## src/rtl/pattern_scan_ctrl.sv

```systemverilog
// pattern_scan_ctrl: sequences a bit-serial pattern matcher over a bounded window and counts matches.
// Define PSC_ABORT_EN to add an abort input that ends a scan early.
module pattern_scan_ctrl #(
   parameter int PAT_MAX = 8,
   parameter int CNT_W   = 8,
   parameter int WIN_W   = 16
) (
   input  logic                         clk,
   input  logic                         rst,
`ifdef PSC_ABORT_EN
   input  logic                         abort,
`endif
   input  logic [PAT_MAX-1:0]           cfg_pat,
   input  logic [$clog2(PAT_MAX+1)-1:0] cfg_len,
   input  logic                         cfg_ovl,
   input  logic [WIN_W-1:0]             cfg_win,
   input  logic                         start,
   input  logic                         in_valid,
   input  logic                         in_bit,
   output logic                         busy,
   output logic                         match,
   output logic [CNT_W-1:0]             match_cnt,
   output logic                         done,
   output logic                         err
);
   localparam int LW = $clog2(PAT_MAX + 1);
   typedef enum logic [1:0] {IDLE, SCAN, DONE} state_t;
   state_t state, state_n;
   logic [PAT_MAX-1:0] pat_q, hist, hist_n, mask;
   logic [LW-1:0] len_q, vcnt, vcnt_inc, vcnt_n;
   logic ovl_q;
   logic [WIN_W-1:0] win_q, used, used_n;
   logic [CNT_W-1:0] cnt_n;
   logic cfg_ok, accept, step, hit, last, abort_req, match_n, err_n;
`ifdef PSC_ABORT_EN
   assign abort_req = state == SCAN && abort;
`else
   assign abort_req = 1'b0;
`endif
   // abort wins over any bit arriving in the same cycle, so a stalled or aborted cycle never steps
   always_comb begin
      cfg_ok   = cfg_len != '0 && cfg_len <= LW'(PAT_MAX) && cfg_win != '0;
      accept   = state == IDLE && start && cfg_ok;
      step     = state == SCAN && in_valid && !abort_req;
      mask     = ~({PAT_MAX{1'b1}} << len_q);
      hist_n   = {hist[PAT_MAX-2:0], in_bit};
      vcnt_inc = vcnt < len_q ? vcnt + 1'b1 : vcnt;
      hit      = step && vcnt_inc >= len_q && (hist_n & mask) == (pat_q & mask);
      used_n   = used + 1'b1;
      last     = step && used_n == win_q;
   end
   always_ff @(posedge clk) begin
      if (!rst)
         state <= IDLE;
      else
         state <= state_n;
   end
   always_comb begin
      state_n = state == IDLE ? (accept ? SCAN : IDLE) :
                state == SCAN ? (abort_req ? IDLE : last ? DONE : SCAN) : IDLE;
   end
   always_comb begin
      match_n = hit;
      err_n   = state == IDLE && start && !cfg_ok;
      cnt_n   = accept ? '0 : hit && !(&match_cnt) ? match_cnt + 1'b1 : match_cnt;
      vcnt_n  = accept || (hit && !ovl_q) ? '0 : step ? vcnt_inc : vcnt;
   end
   always_ff @(posedge clk) begin
      if (!rst) begin
         busy      <= 1'b0;
         done      <= 1'b0;
         match     <= 1'b0;
         err       <= 1'b0;
         match_cnt <= '0;
         vcnt      <= '0;
         hist      <= '0;
         used      <= '0;
         pat_q     <= '0;
         len_q     <= '0;
         ovl_q     <= 1'b0;
         win_q     <= '0;
      end else begin
         busy      <= state_n == SCAN;
         done      <= state_n == DONE;
         match     <= match_n;
         err       <= err_n;
         match_cnt <= cnt_n;
         vcnt      <= vcnt_n;
         if (accept) begin
            pat_q <= cfg_pat;
            len_q <= cfg_len;
            ovl_q <= cfg_ovl;
            win_q <= cfg_win;
            hist  <= '0;
            used  <= '0;
         end else if (step) begin
            hist <= hist_n;
            used <= used_n;
         end
      end
   end
endmodule

```

## config.mk

```make
export PLATFORM = sky130hd
export DESIGN_NAME = pattern_scan_ctrl
export DESIGN_NICKNAME = d
export VERILOG_FILES = /design/src/rtl/pattern_scan_ctrl.sv
export SDC_FILE = /design/constraint.sdc
export NUM_CORES = 1
export LEC_CHECK = 0
export CAP_MARGIN = 20
export CORE_MARGIN = 2
export CORE_UTILIZATION = 55
export CTS_BUF_LIST = sky130_fd_sc_hd__clkbuf_16
export DETAILED_ROUTE_END_ITERATION = 12
export PLACE_DENSITY = 0.91
export SLEW_MARGIN = 25
export SYNTH_ARGS = -nofsm -noshare
export SYNTH_HDL_FRONTEND = slang
export SYNTH_SLANG_ARGS = --single-unit
```

## constraint.sdc

```tcl
create_clock -name clk -period 3.45 [get_ports clk]
set_input_delay 0.69 -clock clk [delete_from_list [all_inputs] [get_ports clk]]
set_output_delay 0.69 -clock clk [all_outputs]
set_load 0.05 [all_outputs]
```

[After elaboration in Yosys (flattened, before gate mapping)]
Cells that the tools add are included.
Storage, ports and cells
  register bits after elaboration: 70
  input bits: 34
  output and inout bits: 12
  logic and storage cells: 55
Operators by class
  $add $sub $neg: 3
  $lt $le $gt $ge: 3
  eq/ne operators: 5
  shift-type cells: 1
  mux-type cells: 5
  bitwise operators: 4
  reductions and logical operators: 21
Operators by type and width (count)
  16-bit by 1-bit adder with 16-bit output (second input constant): 1
  8-bit bitwise AND: 2
  16-bit equality test: 1
  16-bit nonzero test: 1
  1-bit logical AND: 11
  8-bit by 1-bit adder with 8-bit output (second input constant): 1
  8-bit equality test: 1
  8-bit inverter: 1
  8-bit AND reduction: 1
  8-bit by 4-bit << shifter with 8-bit output (first input constant): 1
  2-bit two-way mux: 3
  4-bit by 1-bit adder with 4-bit output (second input constant): 1
  2-bit by 1-bit equality test with 1-bit output (second input constant): 2
  4-bit >= comparator: 1
  4-bit <= comparator (second input constant): 1
  4-bit less-than comparator: 1
  4-bit two-way mux: 1
  4-bit nonzero test: 1
  2-bit OR reduction: 2
  1-bit logical NOT: 3
  2-bit equality test (second input constant): 1
  2-bit logical NOT: 1
  1-bit logical OR: 1
  1-bit two-way mux: 1
  1-bit inverter: 1

[Depth between registers and ports, before layout]
  depth in word-level cells: 8
  mapped depth: 14
  gate-level depth less buffers: 14

[Worst setup path before layout]
OpenSTA, ideal clock, no wires.
  path type: register to register
  from: register len_q[1]
  to: register match_cnt[6]
  setup time: 71 ps
  data arrival time: 3106 ps
  data required time: 3379 ps
  setup slack: 273 ps
  cell stages (with the launch flop): 14
  path buffers: 0
  clock period less this slack: 3177 ps
  path through: dfxtp_1 -> inv_1 -> ha_1 -> a21o_1 -> a21o_1 -> a21oi_2 -> mux2_1 -> ha_1 -> a21o_1 -> a21o_1 -> a21oi_1 -> nor3_4 -> a41o_1 -> a21oi_1
On the way
  word-level cells in the longest chain between the ends: 6
  elaborated cells between the ends (all ways): 11
  classes of those cells: order compare (2); eq/ne (1); shift (1); mux (1); bitwise (3); reduce/logical (3)
Ends and longest elaborated chain
  from (decl): line 30  | logic [LW-1:0] len_q, vcnt, vcnt_inc, vcnt_n;
  from (signal assigned): line 91  | len_q <= cfg_len;
  4-bit less-than comparator: line 47  | vcnt_inc = vcnt < len_q ? vcnt + 1'b1 : vcnt;
  4-bit two-way mux: line 47
  net vcnt_inc[1]: line 30
  4-bit >= comparator: line 48  | hit = step && vcnt_inc >= len_q && (hist_n & mask) == (pat_q & mask);
  1-bit logical AND (2 in a row): line 48
  1-bit logical AND: line 65  | cnt_n = accept ? '0 : hit && !(&match_cnt) ? match_cnt + 1'b1 : match_cnt;
  to (signal assigned): line 87  | match_cnt <= cnt_n;
  to (decl): line 22  | output logic [CNT_W-1:0] match_cnt,
The timed path passes the listed nets, and every way through them passes these cells.
A chain may end at the register's enable or synchronous reset.

[Final worst setup path]
  from: register len_q[1]
  to: register match_cnt[6]
On the way
  word-level cells in the longest chain between the ends: 6
  elaborated cells between the ends (all ways): 11
  classes of those cells: order compare (2); eq/ne (1); shift (1); mux (1); bitwise (3); reduce/logical (3)
Ends and longest elaborated chain (line)
  4-bit less-than comparator / 8-bit by 4-bit << shifter with 8-bit output (equally long branches): 47, 45
  4-bit two-way mux / 8-bit inverter (equally long branches): 47, 45
  4-bit >= comparator / 8-bit bitwise AND (equally long branches): 48
  1-bit logical AND / 8-bit equality test (equally long branches): 48
  1-bit logical AND *: 48
  1-bit logical AND *: 65
Every way passes the cells marked *; elsewhere a longest branch is shown, timed or not.

==> flow_summary.json <==
{
  "run_status": "completed",
  "end_kind": "flop",
  "tightest_slew_ps": 672.6,
  "overflow": 0,
  "max_cap_viol_count": 0,
  "core_region_area_mm2": 0.006314,
  "initial_utilization_pct": 56.84,
  "cts-htree-levels": 3,
  "seq_area_mm2": 0.001401,
  "routed_via_count": 3354,
  "synth_cell_type_count": 54,
  "pin_count_of_the_biggest_net_entering_global_routing": 30,
  "top_metal_layer_carrying_routed_signals": "met4",
  "via_per_inst": 5.915,
  "worst_path_most_repeated_cell": "sky130_fd_sc_hd__a21o_1",
  "core.rowCount": 29,
  "synthToLayoutAreaGrowth_pct": 23.15,
  "floorplan.die.height_um": 84.78,
  "clock_tree.buffer_depth": 2,
  "grt_pass1_vias": 3291,
  "wl_met3_um": 534,
  "tritoncts_num_sinks": 70,
  "drive_gt1_share_pct": 6.327,
  "area_of_the_multi_input_gates_mm2": 0.002072,
  "syn-instance-count": 442,
  "chipWidth_um": 84.78,
  "hold_viol": 0,
  "dp_slack_ps": 140.2,
  "synth-seq-cells": 70,
  "first_pass_iters": 5,
  "syn-num-nets": 486,
  "io_buffers": 45,
  "timing.fmax_mhz": 305.2,
  "synthesis_warnings": 0,
  "antenna_violating_nets_post_route": 0,
  "cts.reportedPaths.clkPinSlew_ps": 50,
  "wl_per_cell_um": 15.75,
  "cp_cell_sequence": "inv_1, ha_1, a21o_1, a21o_1, a21oi_2, buf_4, xnor2_1, ha_1, nand2b_1, a21o_1, a21o_1, a21oi_2, nor3_4, a41o_1, a21oi_1",
  "layout.cells.non_filler": 567,
  "tritoncts": "yes",
  "max-slew-margin-rel_pct": 55.07,
  "final.period_utilization_pct": 94.98,
  "placed_cells_incl_taps": 551,
  "vdd_ir_drop_max_mv": 0.3340,
  "setup.reg_to_reg.worst_slack_ps": 170,
  "clock-root-buffer": "sky130_fd_sc_hd__clkbuf_16",
  "final.setup.tns_ps": 0,
  "post_synthesis_sequential_area_ratio_pct": 39.05,
  "fin_util_pct": 70.00,
  "drv_slew": 0,
  "synth_enable_flop_cells": 0,
  "critPathMaxFanout": 7,
  "grt_first_pass_wirelength_um": 14970,
  "met2WireLength_um": 4294,
  "final_nets": 529,
  "synth_ff_type": "sky130_fd_sc_hd__dfxtp_1",
  "antenna_violations_before_repair": 0,
  "arrival_ps": 3520,
  "power_per_cell_area_mw_per_mm2": 460.6,
  "worst_skew_pair.late_latency_ps": 320,
  "rsz0062_at_grt": "no",
  "top_level_ports": 46,
  "cp-start-kind": "flop",
  "wl_met1_um": 3934,
  "hpwlAfterDp_um": 6133,
  "p_leak_nw": 1.612,
  "post_synth.cell_area_avg_um2": 8.119,
  "setup_viol": 0,
  "worstHoldPathType": "reg -> reg",
  "final.fill_count": 498,
  "groute.usage.overall_pct": 25.66,
  "critPathSlowestCell": "sky130_fd_sc_hd__dfxtp_1",
  "critical_path.max_stage_delay_ps": 410,
  "clock_skew_ps": 3.912,
  "cts_made_buffers": 9,
  "asyncSetResetFlopFracSynth_pct": 0,
  "netlist_area_pre_place_mm2": 0.003588,
  "dr.first_iter.drc_count": 264,
  "timing.final.crit_period_ps": 3277,
  "routed_wl_um": 8933,
  "setup_ws_ps": 173.4,
  "dpl_cell_area_mm2": 0.004105,
  "dieArea_mm2": 0.007187,
  "final_cell_area_mm2": 0.004419,
  "timing.critical_path.required_ps": 3690,
  "place.gp.congestion": 0.9465,
  "drt_drc_violations_left": 0,
  "number_of_antenna_cells_inserted": 0,
  "critical_path_class": "reg -> reg"
}
kinds of logic after synthesis:
kind of cell | synth area share [%]
flip-flops | 39.05
AO/OA/AOI/OAI | 13.67
XOR/XNOR | 12.20
AND/OR/NAND/NOR | 26.33
adder cells (fa/ha/maj) | 3.766
multiplexers | 1.464
buffers and inverters | 3.521
cell usage after synthesis (2+ instances only):
master	instances	area share, %
sky130_fd_sc_hd__clkbuf_1	15	1.6
sky130_fd_sc_hd__and2_1	3	0.52
sky130_fd_sc_hd__a311oi_1	2	0.49
sky130_fd_sc_hd__dfxtp_1	70	39
sky130_fd_sc_hd__a41oi_1	2	0.49
sky130_fd_sc_hd__buf_2	2	0.28
sky130_fd_sc_hd__nand2_1	89	9.3
sky130_fd_sc_hd__nor3b_1	5	1.0
sky130_fd_sc_hd__a21o_1	6	1.3
sky130_fd_sc_hd__a31oi_1	2	0.35
sky130_fd_sc_hd__nand3_1	16	2.2
sky130_fd_sc_hd__and4_1	2	0.49
sky130_fd_sc_hd__buf_4	3	0.63
sky130_fd_sc_hd__nor3_1	7	0.98
sky130_fd_sc_hd__nor2b_1	2	0.35
sky130_fd_sc_hd__o21ai_0	5	0.70
sky130_fd_sc_hd__inv_1	9	0.94
sky130_fd_sc_hd__mux2i_1	3	0.84
sky130_fd_sc_hd__nand2b_1	5	0.87
sky130_fd_sc_hd__nand4_1	7	1.2
sky130_fd_sc_hd__nor4_1	9	1.6
sky130_fd_sc_hd__xnor2_1	24	5.9
sky130_fd_sc_hd__a21oi_1	49	6.8
sky130_fd_sc_hd__o22ai_1	3	0.52
sky130_fd_sc_hd__ha_1	10	3.5
sky130_fd_sc_hd__xor2_1	26	6.3
sky130_fd_sc_hd__and3_1	6	1.0
sky130_fd_sc_hd__nor2_1	34	3.6
sequential cells by signal, summed over array words and instances, names as in the netlist:
name	cells
busy	1
done	1
err	1
hist	7
len_q	4
match	1
match_cnt	8
ovl_q	1
pat_q	8
state	2
used	16
vcnt	4
win_q	16
cell usage in the layout, fill, tap and decap left out, types with 7 or more instances in the layout:
cell type,count
sky130_fd_sc_hd__a21oi_1,48
sky130_fd_sc_hd__buf_4,8
sky130_fd_sc_hd__clkbuf_16,9
sky130_fd_sc_hd__clkdlybuf4s50_1,45
sky130_fd_sc_hd__dfxtp_1,70
sky130_fd_sc_hd__ha_1,10
sky130_fd_sc_hd__inv_1,10
sky130_fd_sc_hd__nand2_1,89
sky130_fd_sc_hd__nand3_1,16
sky130_fd_sc_hd__nand4_1,7
sky130_fd_sc_hd__nor2_1,33
sky130_fd_sc_hd__nor3_1,7
sky130_fd_sc_hd__nor4_1,9
sky130_fd_sc_hd__xnor2_1,24
sky130_fd_sc_hd__xor2_1,26
worst max-delay path, delay by kind of cell, from the launching register on:
| family | cells | cell delay, ps |
|---|---|---|
| adder cells (fa/ha/maj) | 2 | 540 |
| flip-flops | 1 | 410 |
| XOR/XNOR | 1 | 120 |
| buffers and inverters | 2 | 270 |
| AND/OR/NAND/NOR | 2 | 280 |
| AO/OA/AOI/OAI | 8 | 1570 |
per-layer routing:
metal	up-vias	GRT usage [%]
li1	1605	-
met1	1571	32.62
met2	163	42.81
met3	15	4.228
met4	0	11.40
met5	-	0
worst paths after layout:
kind            start  cells after the start      endpoint
max          len_q[1]                     15  match_cnt[6]
min          win_q[8]                      2      win_q[8]
max reg2reg  len_q[1]                     15  match_cnt[6]
min reg2reg  win_q[8]                      2      win_q[8]
power breakdown:
part	total (mW)	switching, mW	internal [mW]
Combinational	0.236	0.130	0.106
Sequential	0.858	0.0238	0.834
Clock	0.941	0.321	0.621
Total	2.04	0.475	1.56
what timing repair did:
action / 4_1_cts / 5_1_grt
resized for setup: 0 / 1
hold buffers: 0 / 0
setup endpoints to repair: 0 / 8
setup buffers: 0 / 0
final cells by class:
class | count | area share (%)
Clock buffer | 9 | 5.096
Tap cell | 77 | 2.180
Multi-Input combinational cell | 342 | 46.89
Sequential cell | 70 | 31.71
Clock inverter | 7 | 1.812
Inverter | 9 | 0.7644
Timing Repair Buffer | 53 | 11.55
metrics by stage:
step / hold slack, ps / total power, mW
5_1_grt: 491.5 / 2.102
3_5_place_dp: 461.9 / 1.101
6_report: 468.4 / 2.035
3_3_place_gp: 455.1 / 1.092
4_1_cts: 469.2 / 2.039
2_1_floorplan: 436.5 / 1.009
Power figures use the tool's default switching activity.
